[config.mk]
export PLATFORM = sky130hd
export DESIGN_NAME = byte_serial_add_ctrl
export DESIGN_NICKNAME = d
export VERILOG_FILES = /design/src/rtl/byte_serial_add_ctrl.sv
export SDC_FILE = /design/constraint.sdc
export NUM_CORES = 1
export LEC_CHECK = 0
export ABC_AREA = 1
export CORE_AREA = 5 5 171 124
export CTS_BUF_LIST = sky130_fd_sc_hd__clkbuf_16
export CTS_CLUSTER_DIAMETER = 200
export DETAILED_ROUTE_END_ITERATION = 12
export DIE_AREA = 0 0 176 129
export GPL_ROUTABILITY_DRIVEN = 1
export GPL_TIMING_DRIVEN = 0
export PLACE_DENSITY = 0.6
export SYNTH_ARGS = -nofsm -noshare
export SYNTH_HDL_FRONTEND = slang
export SYNTH_SLANG_ARGS = --single-unit
[constraint.sdc]
create_clock -name i_clk -period 4.1 [get_ports i_clk]
set_input_delay 0.82 -clock i_clk [delete_from_list [all_inputs] [get_ports i_clk]]
set_output_delay 0.82 -clock i_clk [all_outputs]
set_load 0.01 [all_outputs]
[src/rtl/byte_serial_add_ctrl.sv]
// Byte-serial adder/subtractor: one 8-bit carry-lookahead slice is reused for every
// byte of the operands, LSB byte first, with the carry held in a register between steps.

module cla_8bit (
  input  logic [7:0] a,
  input  logic [7:0] b,
  input  logic       cin,
  output logic [7:0] sum,
  output logic       cout
);
  logic [7:0] g;
  logic [7:0] p;
  logic [8:0] c;

  always_comb begin
    g    = a & b;
    p    = a ^ b;
    c    = '0;
    c[0] = cin;
    for (int i = 0; i < 8; i++) begin
      c[i+1] = g[i] | (p[i] & c[i]);
    end
    sum  = p ^ c[7:0];
    cout = c[8];
  end
endmodule

module byte_serial_add_ctrl #(
  parameter int DATA_WIDTH = 32
) (
  input  logic                  i_clk,
  input  logic                  i_rst,
  input  logic                  i_valid,
  output logic                  o_ready,
  input  logic [DATA_WIDTH-1:0] i_data_a,
  input  logic [DATA_WIDTH-1:0] i_data_b,
  input  logic                  i_carry,
  input  logic                  i_sub,
  input  logic                  i_abort,
  output logic                  o_valid,
  input  logic                  i_ready,
  output logic [DATA_WIDTH-1:0] o_sum,
  output logic                  o_carry,
  output logic                  o_overflow,
  output logic                  o_busy,
  output logic [1:0]            o_state
);
  localparam int NUM_BYTES = DATA_WIDTH / 8;
  localparam int IDX_W     = $clog2(NUM_BYTES) + 1;

  generate
    if (DATA_WIDTH < 8 || (DATA_WIDTH % 8) != 0) begin : g_bad_width
      $error("byte_serial_add_ctrl: DATA_WIDTH must be a multiple of 8 and at least 8");
    end
  endgenerate

  typedef enum logic [1:0] {
    IDLE = 2'd0,
    RUN  = 2'd1,
    DONE = 2'd2
  } state_t;

  state_t                state;
  state_t                state_next;
  logic [DATA_WIDTH-1:0] a_sh;
  logic [DATA_WIDTH-1:0] bx_sh;
  logic [DATA_WIDTH-1:0] sum_reg;
  logic [DATA_WIDTH-1:0] sum_shift;
  logic                  carry_reg;
  logic                  carry_out;
  logic                  ovf;
  logic [IDX_W-1:0]      idx;
  logic [7:0]            slice_sum;
  logic                  slice_cout;
  logic                  last_byte;

  // Operands shift right each step, so the active byte always sits in bits [7:0].
  cla_8bit u_slice (
    .a    (a_sh[7:0]),
    .b    (bx_sh[7:0]),
    .cin  (carry_reg),
    .sum  (slice_sum),
    .cout (slice_cout)
  );

  generate
    if (NUM_BYTES == 1) begin : g_one_byte
      assign sum_shift = slice_sum;
    end else begin : g_multi_byte
      assign sum_shift = {slice_sum, sum_reg[DATA_WIDTH-1:8]};
    end
  endgenerate

  assign last_byte = (idx == IDX_W'(NUM_BYTES - 1));

  always_comb begin
    state_next = state;
    case (state)
      IDLE: if (i_valid) state_next = RUN;
      RUN: begin
        if (i_abort)        state_next = IDLE;
        else if (last_byte) state_next = DONE;
      end
      DONE: if (i_abort || i_ready) state_next = IDLE;
      default: state_next = IDLE;
    endcase
  end

  always_ff @(posedge i_clk) begin
    if (i_rst) state <= IDLE;
    else       state <= state_next;
  end

  always_ff @(posedge i_clk) begin
    if (i_rst) begin
      a_sh      <= '0;
      bx_sh     <= '0;
      sum_reg   <= '0;
      carry_reg <= 1'b0;
      carry_out <= 1'b0;
      ovf       <= 1'b0;
      idx       <= '0;
    end else begin
      case (state)
        IDLE: begin
          if (i_valid) begin
            a_sh      <= i_data_a;
            bx_sh     <= i_sub ? ~i_data_b : i_data_b;
            carry_reg <= i_carry ^ i_sub;
            idx       <= '0;
            sum_reg   <= '0;
          end
        end
        RUN: begin
          if (!i_abort) begin
            a_sh      <= a_sh >> 8;
            bx_sh     <= bx_sh >> 8;
            sum_reg   <= sum_shift;
            carry_reg <= slice_cout;
            if (last_byte) begin
              // On the last step the slice holds the operand MSBs in bit 7.
              carry_out <= slice_cout;
              ovf       <= (a_sh[7] == bx_sh[7]) & (slice_sum[7] != a_sh[7]);
            end else begin
              idx <= idx + IDX_W'(1);
            end
          end
        end
        default: ;
      endcase
    end
  end

  assign o_ready    = (state == IDLE);
  assign o_valid    = (state == DONE);
  assign o_busy     = (state == RUN);
  assign o_sum      = sum_reg;
  assign o_carry    = carry_out;
  assign o_overflow = ovf;
  assign o_state    = state;
endmodule

## Word-level counts from Yosys, hierarchy flattened

Cells that the tools add are included.

- Bitwise gates (word level): 23
- Mux-type cells: 22
- Equal/unequal tests: 10
- Reduce and logical (&&, ||, !) cells: 7
- Add/subtract/negate cells: 1

Operators by type and width:

| operator | number |
|---|---|
| $mux 32 | 7 |
| $pmux 32 s2 | 3 |
| $not 32->32 | 1 |
| $xor 8x8->8 | 2 |
| $and 1x1->1 | 9 |
| $mux 3 | 3 |
| $reduce_and 3->1 | 3 |
| $and 8x8->8 | 1 |
| $mux 2 | 4 |
| $or 1x1->1 | 8 |
| $ne 2x2->1 const B | 3 |
| $pmux 2 s3 | 1 |
| $pmux 3 s2 | 1 |
| $reduce_and 4->1 | 1 |
| $add 3x1->3 const B | 1 |
| $eq 3x2->1 const B | 1 |
| $ne 3x2->1 const B | 1 |
| $eq 2x1->1 const B | 1 |
| $eq 2x2->1 const B | 1 |
| $logic_not 2->1 | 1 |
| $mux 1 | 2 |
| $ne 2x1->1 const B | 1 |
| $pmux 1 s2 | 1 |
| $reduce_bool 2->1 | 1 |
| other kinds (5) | 5 |

- Bits in registers: 104
- Output and inout port bits: 39
- Input bits: 71

## Logic depth before layout (Yosys ltp)

Gate-level depths: netlist (run 1).

- Depth in word-level cells: 19
- Depth in mapped cells: 14

## Cells and area by module

Synthesis (run 1) repeated with hierarchy kept, for this count alone.

- Cell total of the unflattened synthesis: 914
- Area total of the unflattened synthesis: 5698.0 µm²

By module, submodules not included:

| module | instances | cells each | area an instance (µm²) | seq. area each (µm²) |
|---|---|---|---|---|
| byte_serial_add_ctrl | 1 | 896 | 5500.3 | 2082.0 |
| cla_8bit | 1 | 18 | 197.7 | 0.0 |

## Worst setup path after synthesis (run 1)

No wires, ideal clock.

- Path type: register to register
- From: reg a_sh[0]
- To: reg ovf, in the netlist o_overflow
- Slack: 417 ps
- Library setup time: 114 ps
- Path buffers: 0
- Stages on the path, launching flop included: 15
- Arrival time: 3569 ps
- Path through: dfxtp_1 > fa_1 > inv_1 > fa_1 > fa_1 > fa_1 > fa_1 > fa_1 > fa_1 > inv_1 > fa_1 > nor2_1 > nor2_1 > a21oi_1 > nor2_1

- Cells in the longest elaborated chain, start to end: 18

RTL lines:

| item | line | text |
|---|---|---|
| from (decl) | 65 | `logic [DATA_WIDTH-1:0] a_sh;` |
| from (signal assigned) | 127 | `a_sh <= i_data_a;` |
| from (signal assigned) | 136 | `a_sh <= a_sh >> 8;` |
| $xor 8x8->8 | 17 | `p = a ^ b;` |
| $and 1x1->1 | 21 | `c[i+1] = g[i] \| (p[i] & c[i]);` |
| $or 1x1->1 (*) | 21 |  |
| $and 1x1->1 (*) | 21 |  |
| $or 1x1->1 (*) | 21 |  |
| $and 1x1->1 (*) | 21 |  |
| $or 1x1->1 (*) | 21 |  |
| $and 1x1->1 (*) | 21 |  |
| [... 2 more ...] | - |  |
| $or 1x1->1 (*) | 21 |  |
| $and 1x1->1 (*) | 21 |  |
| $or 1x1->1 (*) | 21 |  |
| $and 1x1->1 (*) | 21 |  |
| $or 1x1->1 (*) | 21 |  |
| $xor 8x8->8 (*) | 23 | `sum = p ^ c[7:0];` |
| $ne 1x1->1 (*) | 143 | `ovf <= (a_sh[7] == bx_sh[7]) & (slice_sum[7] != a_sh[7]);` |
| $and 1x1->1 (*) | 143 |  |
| to (signal assigned) | 143 |  |
| to (decl) | 71 | `logic ovf;` |

Mark *: on every way between the ends. The rest lies on a longest branch, timed or not.
A chain may end at the register's enable or synchronous reset.

## Final worst setup path (run 1)

Ends and elaborated chain as after synthesis.

==> flow_summary_export.csv, run 1 <==
group,metric,value,unit
critical_path,cp-start-kind,"flip-flop",
pwr,power.clock.fraction,32.4,%
floorplan,rows,43,
critical_path,cp_common_cell,"fa_1",
floorplan,die_w,176,um
grt,grt_overflow,0,
critical_path,path_delay_family,"adder cells",
grt,grt.total_usage,15.1,%
pwr,p_seq_share,42.7,%
yosys,synth_warnings,0,
critical_path,r2r-start,"a_sh[0]$_SDFFE_PP0P_",
yosys,syn_area,5690,um2
pwr,internal-power,0.00186,W
sta,fmax,0.254,GHz
floorplan,start_util,29.4,%
critical_path,path_buf_inv,2,
clock_network,hold_buffers,0,
placement,placed_cells,1274,
critical_path,path_depth,14,
critical_path,cp_data_required_time,4340,ps
critical_path,crit_path_end,"o_overflow$_SDFFE_PP0P_",
routing,ant_nets,0,
pwr,p_leak,3.46,nW
yosys,synth_top_family_by_area,"simple AND/OR/NAND/NOR gates",
sta,max-slew-margin-rel,55.4,%
pwr,p_comb_share,24.9,%
floorplan,die_h,129,um
final_layout,final_net_count,1120,
critical_path,crit_chain,"fa_1 > inv_1 > fa_1 > fa_1 > fa_1 > fa_1 > fa_1 > fa_1 > inv_1 > fa_1 > nor2_1 > nor2_1 > a21oi_1 > nor2_1",
yosys,synthAdderAreaFrac,3.48,%
sta,setup_viol,0,
final_layout,syn_to_final_growth,29.6,%
yosys,synth-xor-area-share,1.23,%
flow_run,drv_cap,0,
critical_path,cp_max_fo,3,
yosys,ys_top_cells_by_area,"dfxtp_1 (37%), nand2_1 (18%), nor2_1 (14%)",
sta,hold_viol,0,
final_layout,fin_cells,1290,
grt,grt_max_degree,17,
routing,first_pass_iters,5,
yosys,synth_compound_area_share,3.21,%
pwr,swShare,30.3,%
clock_network,cts_made_buffers,9,
yosys,syn-num-nets,1001,
final_layout,layout_common_cells,"nand2_1 (271), nor2_1 (219), clkdlybuf4s50_1 (108)",
yosys,synth.distinct_cells,21,
routing,vias,5721,
sta,maxSlewViolCount,0,
placement,hpwl,13400,um
routing,wl_per_cell,13.3,um
outcome,status,"finished clean",
pwr,ir_drop,0.000233,V
floorplan,dieArea,22700,um2
critical_path,worstSetupStartpoint,"a_sh[0]$_SDFFE_PP0P_",
sta,fin_worst_skew,10.9,ps
sta,fin_crit,3940,ps
grt,grt_pass1_wl,27400,um
sta,rsz0062_at_grt,"no",
final_layout,design_area,7370,um2
sta,worst_pin_slew,669,ps
final_layout,n_fill_cell,2133,
routing,wl,17200,um
clock_network,cts_buffer_depth,2,
critical_path,critPathSlowestCell,"fa_1",
sta,fin_setup_tns,0,ps
yosys,ys_ff_latch,104,
clock_network,post_cts_buffers,0,
grt,first_global_vias,5308,
routing,drt_iter0_drc,404,
critical_path,endpoint_kind,"flip-flop",
critical_path,reg2reg_to,"o_overflow$_SDFFE_PP0P_",
pwr,power_density,362,nW/um2
clock_network,cts_sinks,104,
critical_path,max_stage_delay,460,ps
yosys,synthSimpleGateAreaFrac,44.4,%
sta,post-route-period-util,96.1,%
sta,setup_ws,162,ps
floorplan,core,19400,um2
hold_path,hp-class,"flip-flop to flip-flop",
yosys,muxShareOfSynthArea,0,%
routing,drc,0,
yosys,avgSynthCellArea,6.19,um2
critical_path,cp.arrival,4180,ps
yosys,syn_inst,919,
placement,dp_slack,215,ps
yosys,synth-seq-area-share,36.6,%
floorplan,boundaryPins,110,
clock_network,h-tree-depth,3,
routing,viasPerCell,4.43,
critical_path,crit_type,"flip-flop to flip-flop",
final_layout,drive_gt1_share,4.99,%
clock_network,cts_root_buf,"clkbuf_16",
yosys,synth.largest_area_cell,"dfxtp_1",
grt,antenna_found_initial,0,
final_layout,layout_commonest_cell,"nand2_1",
placement,post_dp_cell_area,7080,um2
critical_path,regToRegSetupSlack,160,ps
final_layout,antenna_cells,0,
yosys,post-synth-top-area-fraction,36.6,%
final_layout,fin_util,38.1,%
clock_network,clkTransAtPathRegs,70,ps
clock_network,cts_tree,"done",
placement,io_buffers,108,
critical_path,rr_worst_depth,14,
placement,gp_congestion,0.853,
clock_network,worst_skew_pair.late_latency,350,ps
pwr,total_switching_power,0.000809,W
==> metrics by stage <==
stage          hold WS (ps)  total power, W
2_1_floorplan           454         0.00157
3_3_place_gp            468         0.00182
3_5_place_dp            473         0.00183
4_1_cts                 483         0.00268
5_1_grt                 509         0.00282
6_report                481         0.00267
==> repair_timing <==
| item | 4_1_cts | 5_1_grt |
|---|---|---|
| hold endpoints to repair | 0 | 0 |
| endpoints found under the setup margin | 0 | 1 |
| resized for setup | 0 | 1 |
==> worst min-delay path: cells and delay by family, from the launching register on <==
family	cells	cell delay (ps)
compound gates	1	50
flops	1	310
simple gates	1	70
==> cell families (layout without fill, tap and decap cells) <==
| logic type | count (synthesis) | in the layout |
|---|---|---|
| xor+xnor | 8 | 8 |
| compound gates | 35 | 35 |
| fa+ha+maj | 11 | 11 |
| simple gates | 609 | 609 |
| buf+inv | 152 | 276 |
| flops | 104 | 104 |
==> worst min path at each step <==
stage | start | endpoint | slack (ps) | cells after the start
final | a_sh[27]$_SDFFE_PP0P_ | a_sh[27]$_SDFFE_PP0P_ | 480 | 2
after global routing | a_sh[25]$_SDFFE_PP0P_ | a_sh[25]$_SDFFE_PP0P_ | 510 | 2
after CTS | a_sh[24]$_SDFFE_PP0P_ | a_sh[24]$_SDFFE_PP0P_ | 480 | 2
after detailed placement | a_sh[24]$_SDFFE_PP0P_ | a_sh[24]$_SDFFE_PP0P_ | 470 | 2
after global placement | idx[2]$_SDFFE_PP0P_ | idx[2]$_SDFFE_PP0P_ | 470 | 2
after floorplan | a_sh[31]$_SDFFE_PP0P_ | a_sh[31]$_SDFFE_PP0P_ | 450 | 2
==> Yosys cell counts, drive strengths merged <==
cell	instances
o21a	1
o21ai	17
ha	3
nand3	84
a21oi	15
clkbuf	25
nand3b	33
dfxtp	104
xnor2	4
nand2	272
inv	91
fa	8
nor2	220
buf	36
a22oi	2
xor2	4
==> area by class of cell <==
cell class / instances / area [um2] / share of cell area [%]
inverter: 91 / 342 / 4.63
clock buffer: 9 / 225 / 3.05
clock inverter: 7 / 65.1 / 0.882
multi-input combinational: 663 / 2980 / 40.4
timing repair buffer: 108 / 1080 / 14.7
buffer: 61 / 289 / 3.92
tap: 247 / 309 / 4.19
sequential: 104 / 2080 / 28.2
==> power by group through the flow <==
stage / Sequential, W / Clock [W] / Combinational, W
2_1_floorplan: 0.00117 / 0 / 0.000403
3_3_place_gp: 0.00116 / 0 / 0.000658
3_5_place_dp: 0.00117 / 0 / 0.000664
4_1_cts: 0.00114 / 0.000869 / 0.000668
5_1_grt: 0.00115 / 0.000917 / 0.000751
6_report: 0.00114 / 0.000865 / 0.000665
==> layer usage <==
| layer | GRT usage, % | vias to the layer above | wire length (um) |
|---|---|---|---|
| met5 | 0 | - | 0 |
| met4 | 2.61 | 0 | 134 |
| met3 | 3.29 | 10 | 922 |
| met2 | 22.5 | 134 | 7150 |
| met1 | 22.5 | 2559 | 8950 |
| li1 | - | 3018 | - |
Power figures use the tool's default switching activity.
==> inputs of run 2 (changes only) <==
Settings changed: REMOVE_ABC_BUFFERS set to 1.
==> run 2 against run 1 <==
  * Maximum frequency up 3.4%
  * Cell area down 1.6%
  * Highest routed layer is now met5
  * First-iteration DRC count down 7.2%
  * Largest power group unchanged
  * Critical endpoint unchanged
==> flow_summary_export.csv, run 2 (synthesis results as in run 1) <==
group,metric,value,unit
clock_network,cts_buffer_depth,2,
critical_path,endpoint_kind,"flip-flop",
routing,vias,5436,
sta,rsz0062_at_grt,"no",
sta,setup_viol,0,
grt,grt_overflow,0,
final_layout,n_fill_cell,2155,
floorplan,core,19400,um2
routing,drc,0,
clock_network,cts_root_buf,"clkbuf_16",
critical_path,critPathSlowestCell,"fa_1",
hold_path,hp-class,"flip-flop to flip-flop",
grt,first_global_vias,5063,
grt,grt_pass1_wl,25500,um
sta,fin_setup_tns,0,ps
final_layout,syn_to_final_growth,27.5,%
floorplan,die_h,129,um
clock_network,post_cts_buffers,0,
grt,antenna_found_initial,1,
sta,hold_viol,0,
placement,hpwl,9670,um
routing,wl,15400,um
sta,maxSlewViolCount,0,
final_layout,layout_common_cells,"nand2_1 (269), nor2_1 (218), clkdlybuf4s50_1 (108)",
pwr,p_leak,3.37,nW
clock_network,worst_skew_pair.late_latency,350,ps
placement,io_buffers,109,
sta,fin_crit,3810,ps
critical_path,cp-start-kind,"flip-flop",
critical_path,cp_data_required_time,4340,ps
sta,worst_pin_slew,1210,ps
sta,max-slew-margin-rel,19.4,%
clock_network,cts_sinks,104,
final_layout,fin_util,37.4,%
routing,first_pass_iters,4,
floorplan,rows,43,
outcome,status,"finished clean",
final_layout,layout_commonest_cell,"nand2_1",
clock_network,post_cts_resized,0,
clock_network,hold_buffers,0,
sta,holdWs,481,ps
routing,drt_iter0_drc,375,
floorplan,die_w,176,um
final_layout,final_net_count,1066,
floorplan,dieArea,22700,um2
critical_path,crit_type,"flip-flop to flip-flop",
grt,grt.total_usage,13.7,%
critical_path,path_delay_family,"adder cells",
final_layout,drive_gt1_share,3.44,%
sta,fin_worst_skew,12.9,ps
critical_path,max_stage_delay,470,ps
critical_path,path_buf_inv,2,
routing,wl_per_cell,12.5,um
critical_path,cp_max_fo,3,
pwr,fin_total_pwr,0.00264,W
flow_run,drv_cap,0,
sta,fmax,0.263,GHz
floorplan,start_util,29.4,%
clock_network,cts_tree,"done",
clock_network,clkTransAtPathRegs,70,ps
routing,viasPerCell,4.41,
floorplan,boundaryPins,110,
grt,grt_max_degree,65,
pwr,ir_drop,0.000224,V
critical_path,cp_common_cell,"fa_1",
sta,post-route-period-util,92.9,%
routing,ant_nets,0,
final_layout,antenna_cells,0,
clock_network,h-tree-depth,3,
pwr,power_density,363,nW/um2
placement,gp_congestion,0.733,
clock_network,cts_made_buffers,9,
critical_path,cp.arrival,4050,ps
critical_path,crit_chain,"fa_1 > inv_1 > fa_1 > fa_2 > fa_2 > fa_2 > fa_1 > fa_1 > inv_1 > fa_1 > nor2_1 > nor2_1 > a21oi_1 > nor2_1",
-- run 2: changes by cell type in the layout (fill, tap and decap cells not counted), sizes merged --
cell	previous run	this run
clkinv	0	1
buf	36	7
inv	95	92
clkbuf	34	9
-- run 2: path summary, 6_finish.rpt --
path	from	end	cells past startpoint	slack [ps]
min	a_sh[28]$_SDFFE_PP0P_	a_sh[28]$_SDFFE_PP0P_	2	480
min reg2reg	a_sh[28]$_SDFFE_PP0P_	a_sh[28]$_SDFFE_PP0P_	2	480
max	bx_sh[0]$_SDFFE_PP0P_	o_overflow$_SDFFE_PP0P_	14	290
max reg2reg	bx_sh[0]$_SDFFE_PP0P_	o_overflow$_SDFFE_PP0P_	14	290
-- run 2: worst min-delay path, stage by stage (launching register included) --
cell and delay, ps:
dfxtp_1 310, nand3_1 70, a21oi_1 50
-- run 2: cell type report --
cell class	count	area, um2	share of cell area (%)
Clock buffer	9	225	3.11
Clock inverter	5	58.8	0.811
Timing Repair Buffer	115	1220	16.8
Tap cell	247	309	4.26
Inverter	91	344	4.74
Multi-Input combinational cell	663	3010	41.5
Sequential cell	104	2080	28.7
-- run 2: power breakdown --
part,internal (W),switching (W)
Sequential,0.00110,0.0000385
Clock,0.000469,0.000395
Combinational,0.000284,0.000349
Total,0.00185,0.000782
-- run 2: metal layers --
metal,global-route usage [%],vias up,routed length [um]
met4,2.06,2,95
met5,0,-,13
li1,-,2904,-
met3,4.20,13,921
met2,21.8,118,6700
met1,18.7,2399,7670
-- run 2: per-stage QoR --
step / std cells / setup WS (ps) / cell area [um2]
detailed placement: 1220 / 74.3 / 6960
CTS: 1234 / 58.3 / 7240
finish: 1234 / 291 / 7250
global route: 1234 / 49.6 / 7250
floorplan: 858 / -1630 / 5400
global placement: 1214 / -6520 / 6800
==> inputs of run 3 (changes only) <==
Settings changed: CELL_PAD_IN_SITES_DETAIL_PLACEMENT set to 0, CELL_PAD_IN_SITES_GLOBAL_PLACEMENT set to 1, PLACE_DENSITY 0.6 to 0.78.
==> run 3 against run 2 <==
  * Sequential share of layout area is essentially flat
  * Setup slack got worse by 41 ps
  * First-iteration DRC count grew 0.53%
  * Via count fell by 0.24%
  * Non-clock buffer count is the same
  * Largest power group unchanged
  * Highest routed layer is now met4
==> flow_summary_export.csv, run 3 (synthesis results as in run 1) <==
group,metric,value,unit
grt,grt_pass1_wl,25600,um
grt,grt_overflow,0,
pwr,fin_total_pwr,0.00268,W
critical_path,crit_chain,"fa_1 > inv_1 > fa_1 > fa_1 > fa_1 > fa_2 > fa_1 > fa_1 > inv_1 > fa_2 > nor2_1 > nor2_1 > a21oi_1 > nor2_1",
final_layout,regArea,2090,um2
critical_path,cp_data_required_time,4340,ps
floorplan,core,19400,um2
hold_path,hp-class,"flip-flop to flip-flop",
sta,fmax,0.260,GHz
floorplan,die_h,129,um
grt,first_global_vias,5075,
final_layout,layout_commonest_cell,"nand2_1",
clock_network,worst_skew_pair.late_latency,350,ps
critical_path,cp_common_cell,"fa_1",
sta,worst_pin_slew,1250,ps
critical_path,critPathSlowestCell,"fa_2",
routing,viasPerCell,4.39,
grt,grt_max_degree,57,
placement,hpwl,9750,um
sta,max-slew-margin-rel,16.4,%
final_layout,syn_to_final_growth,27.9,%
placement,dp_slack,111,ps
clock_network,h-tree-depth,3,
critical_path,cp-start-kind,"flip-flop",
sta,setup_ws,250,ps
routing,ant_nets,0,
final_layout,n_fill_cell,2143,
floorplan,dieArea,22700,um2
routing,vias,5423,
floorplan,die_w,176,um
clock_network,clkTransAtPathRegs,70,ps
placement,io_buffers,109,
critical_path,cp.arrival,4090,ps
critical_path,endpoint_kind,"flip-flop",
floorplan,start_util,29.4,%
floorplan,rows,43,
floorplan,boundaryPins,110,
critical_path,r2r-start,"carry_reg$_SDFFE_PP0P_",
flow_run,drv_cap,0,
pwr,p_leak,3.39,nW
clock_network,cts_buffer_depth,2,
final_layout,antenna_cells,0,
hold_path,worstHoldStart,"bx_sh[25]$_SDFFE_PP0P_",
sta,post-route-period-util,93.9,%
routing,drt_iter0_drc,377,
pwr,ir_drop,0.000189,V
outcome,status,"finished clean",
critical_path,worstSetupStartpoint,"carry_reg$_SDFFE_PP0P_",
final_layout,final_net_count,1066,
sta,rsz0062_at_grt,"no",
clock_network,cts_root_buf,"clkbuf_16",
routing,drc,0,
critical_path,cp_max_fo,3,
clock_network,hold_buffers,0,
critical_path,max_stage_delay,470,ps
sta,hold_viol,0,
sta,fin_crit,3850,ps
clock_network,cts_made_buffers,9,
grt,antenna_found_initial,0,
final_layout,drive_gt1_share,3.74,%
sta,fin_worst_skew,7.81,ps
routing,first_pass_iters,4,
sta,holdWs,481,ps
clock_network,cts_tree,"done",
final_layout,multi_input_area,3010,um2
final_layout,layout_common_cells,"nand2_1 (269), nor2_1 (218), clkdlybuf4s50_1 (108)",
routing,wl,15500,um
critical_path,crit_type,"flip-flop to flip-flop",
pwr,power_density,368,nW/um2
routing,wl_per_cell,12.5,um
sta,setup_viol,0,
clock_network,cts_sinks,104,
grt,grt.total_usage,13.7,%
sta,maxSlewViolCount,0,
placement,gp_congestion,0.733,
[run 3: changes by cell type in the layout (fill, tap and decap cells not counted), sizes merged]
cell | previous run | this run
inv | 92 | 93
clkinvlp | 2 | 1
clkinv | 1 | 3
[run 3: layout make-up]
cell class              count  area share (%)
multi-input cells         663            41.4
clock buffers               9            3.10
flip-flops and latches    104            28.7
repair buffers            115            16.8
clock inverters             7            1.10
well taps                 247            4.25
inverters                  91            4.73
[run 3: path summary, 6_finish.rpt]
kind	cells past startpoint	slack, ps	endpoint
hold / removal	2	480	bx_sh[25]$_SDFFE_PP0P_
hold reg to reg	2	480	bx_sh[25]$_SDFFE_PP0P_
setup reg to reg	14	250	o_overflow$_SDFFE_PP0P_
setup / recovery	14	250	o_overflow$_SDFFE_PP0P_
[run 3: report_power, final]
part | total [W] | switching [W] | internal (W)
Sequential | 0.00114 | 0.0000393 | 0.00110
Clock | 0.000899 | 0.000417 | 0.000482
Combinational | 0.000637 | 0.000352 | 0.000285
Total | 0.00268 | 0.000809 | 0.00187
[run 3: repair_timing]
| action | CTS | global route |
|---|---|---|
| gates resized for setup | 0 | 5 |
| endpoints found under the hold margin | 0 | 0 |
| setup endpoints to repair | 0 | 1 |
| buffers inserted | 0 | 0 |
[run 3: worst max-delay path, delay by kind of cell, from the launching register on]
| family | cells | cell delay (ps) |
|---|---|---|
| adders and majority gates | 8 | 2920 |
| DFF | 1 | 360 |
| and+or+nand+nor | 3 | 200 |
| AOI/OAI and AO/OA | 1 | 140 |
| buffers and inverters | 2 | 120 |
[run 3: per-stage QoR]
step / setup TNS (ps) / util [%] / cells / cell area (um2)
2_1_floorplan: -130780 / - / 858 / 5400
3_3_place_gp: -515210 / 35.1 / 1214 / 6800
3_5_place_dp: 0 / 35.9 / 1220 / 6960
4_1_cts: 0 / 37.5 / 1236 / 7260
5_1_grt: 0 / 37.6 / 1236 / 7270
6_report: 0 / 37.6 / 1236 / 7270
[run 3: per-layer routing]
| metal | vias to the layer above | global-route usage (%) | wire, um |
|---|---|---|---|
| li1 | 2903 | - | - |
| met1 | 2410 | 19.7 | 8090 |
| met2 | 101 | 21.5 | 6540 |
| met3 | 9 | 3.17 | 758 |
| met4 | 0 | 2.34 | 93 |
| met5 | - | 0 | 0 |
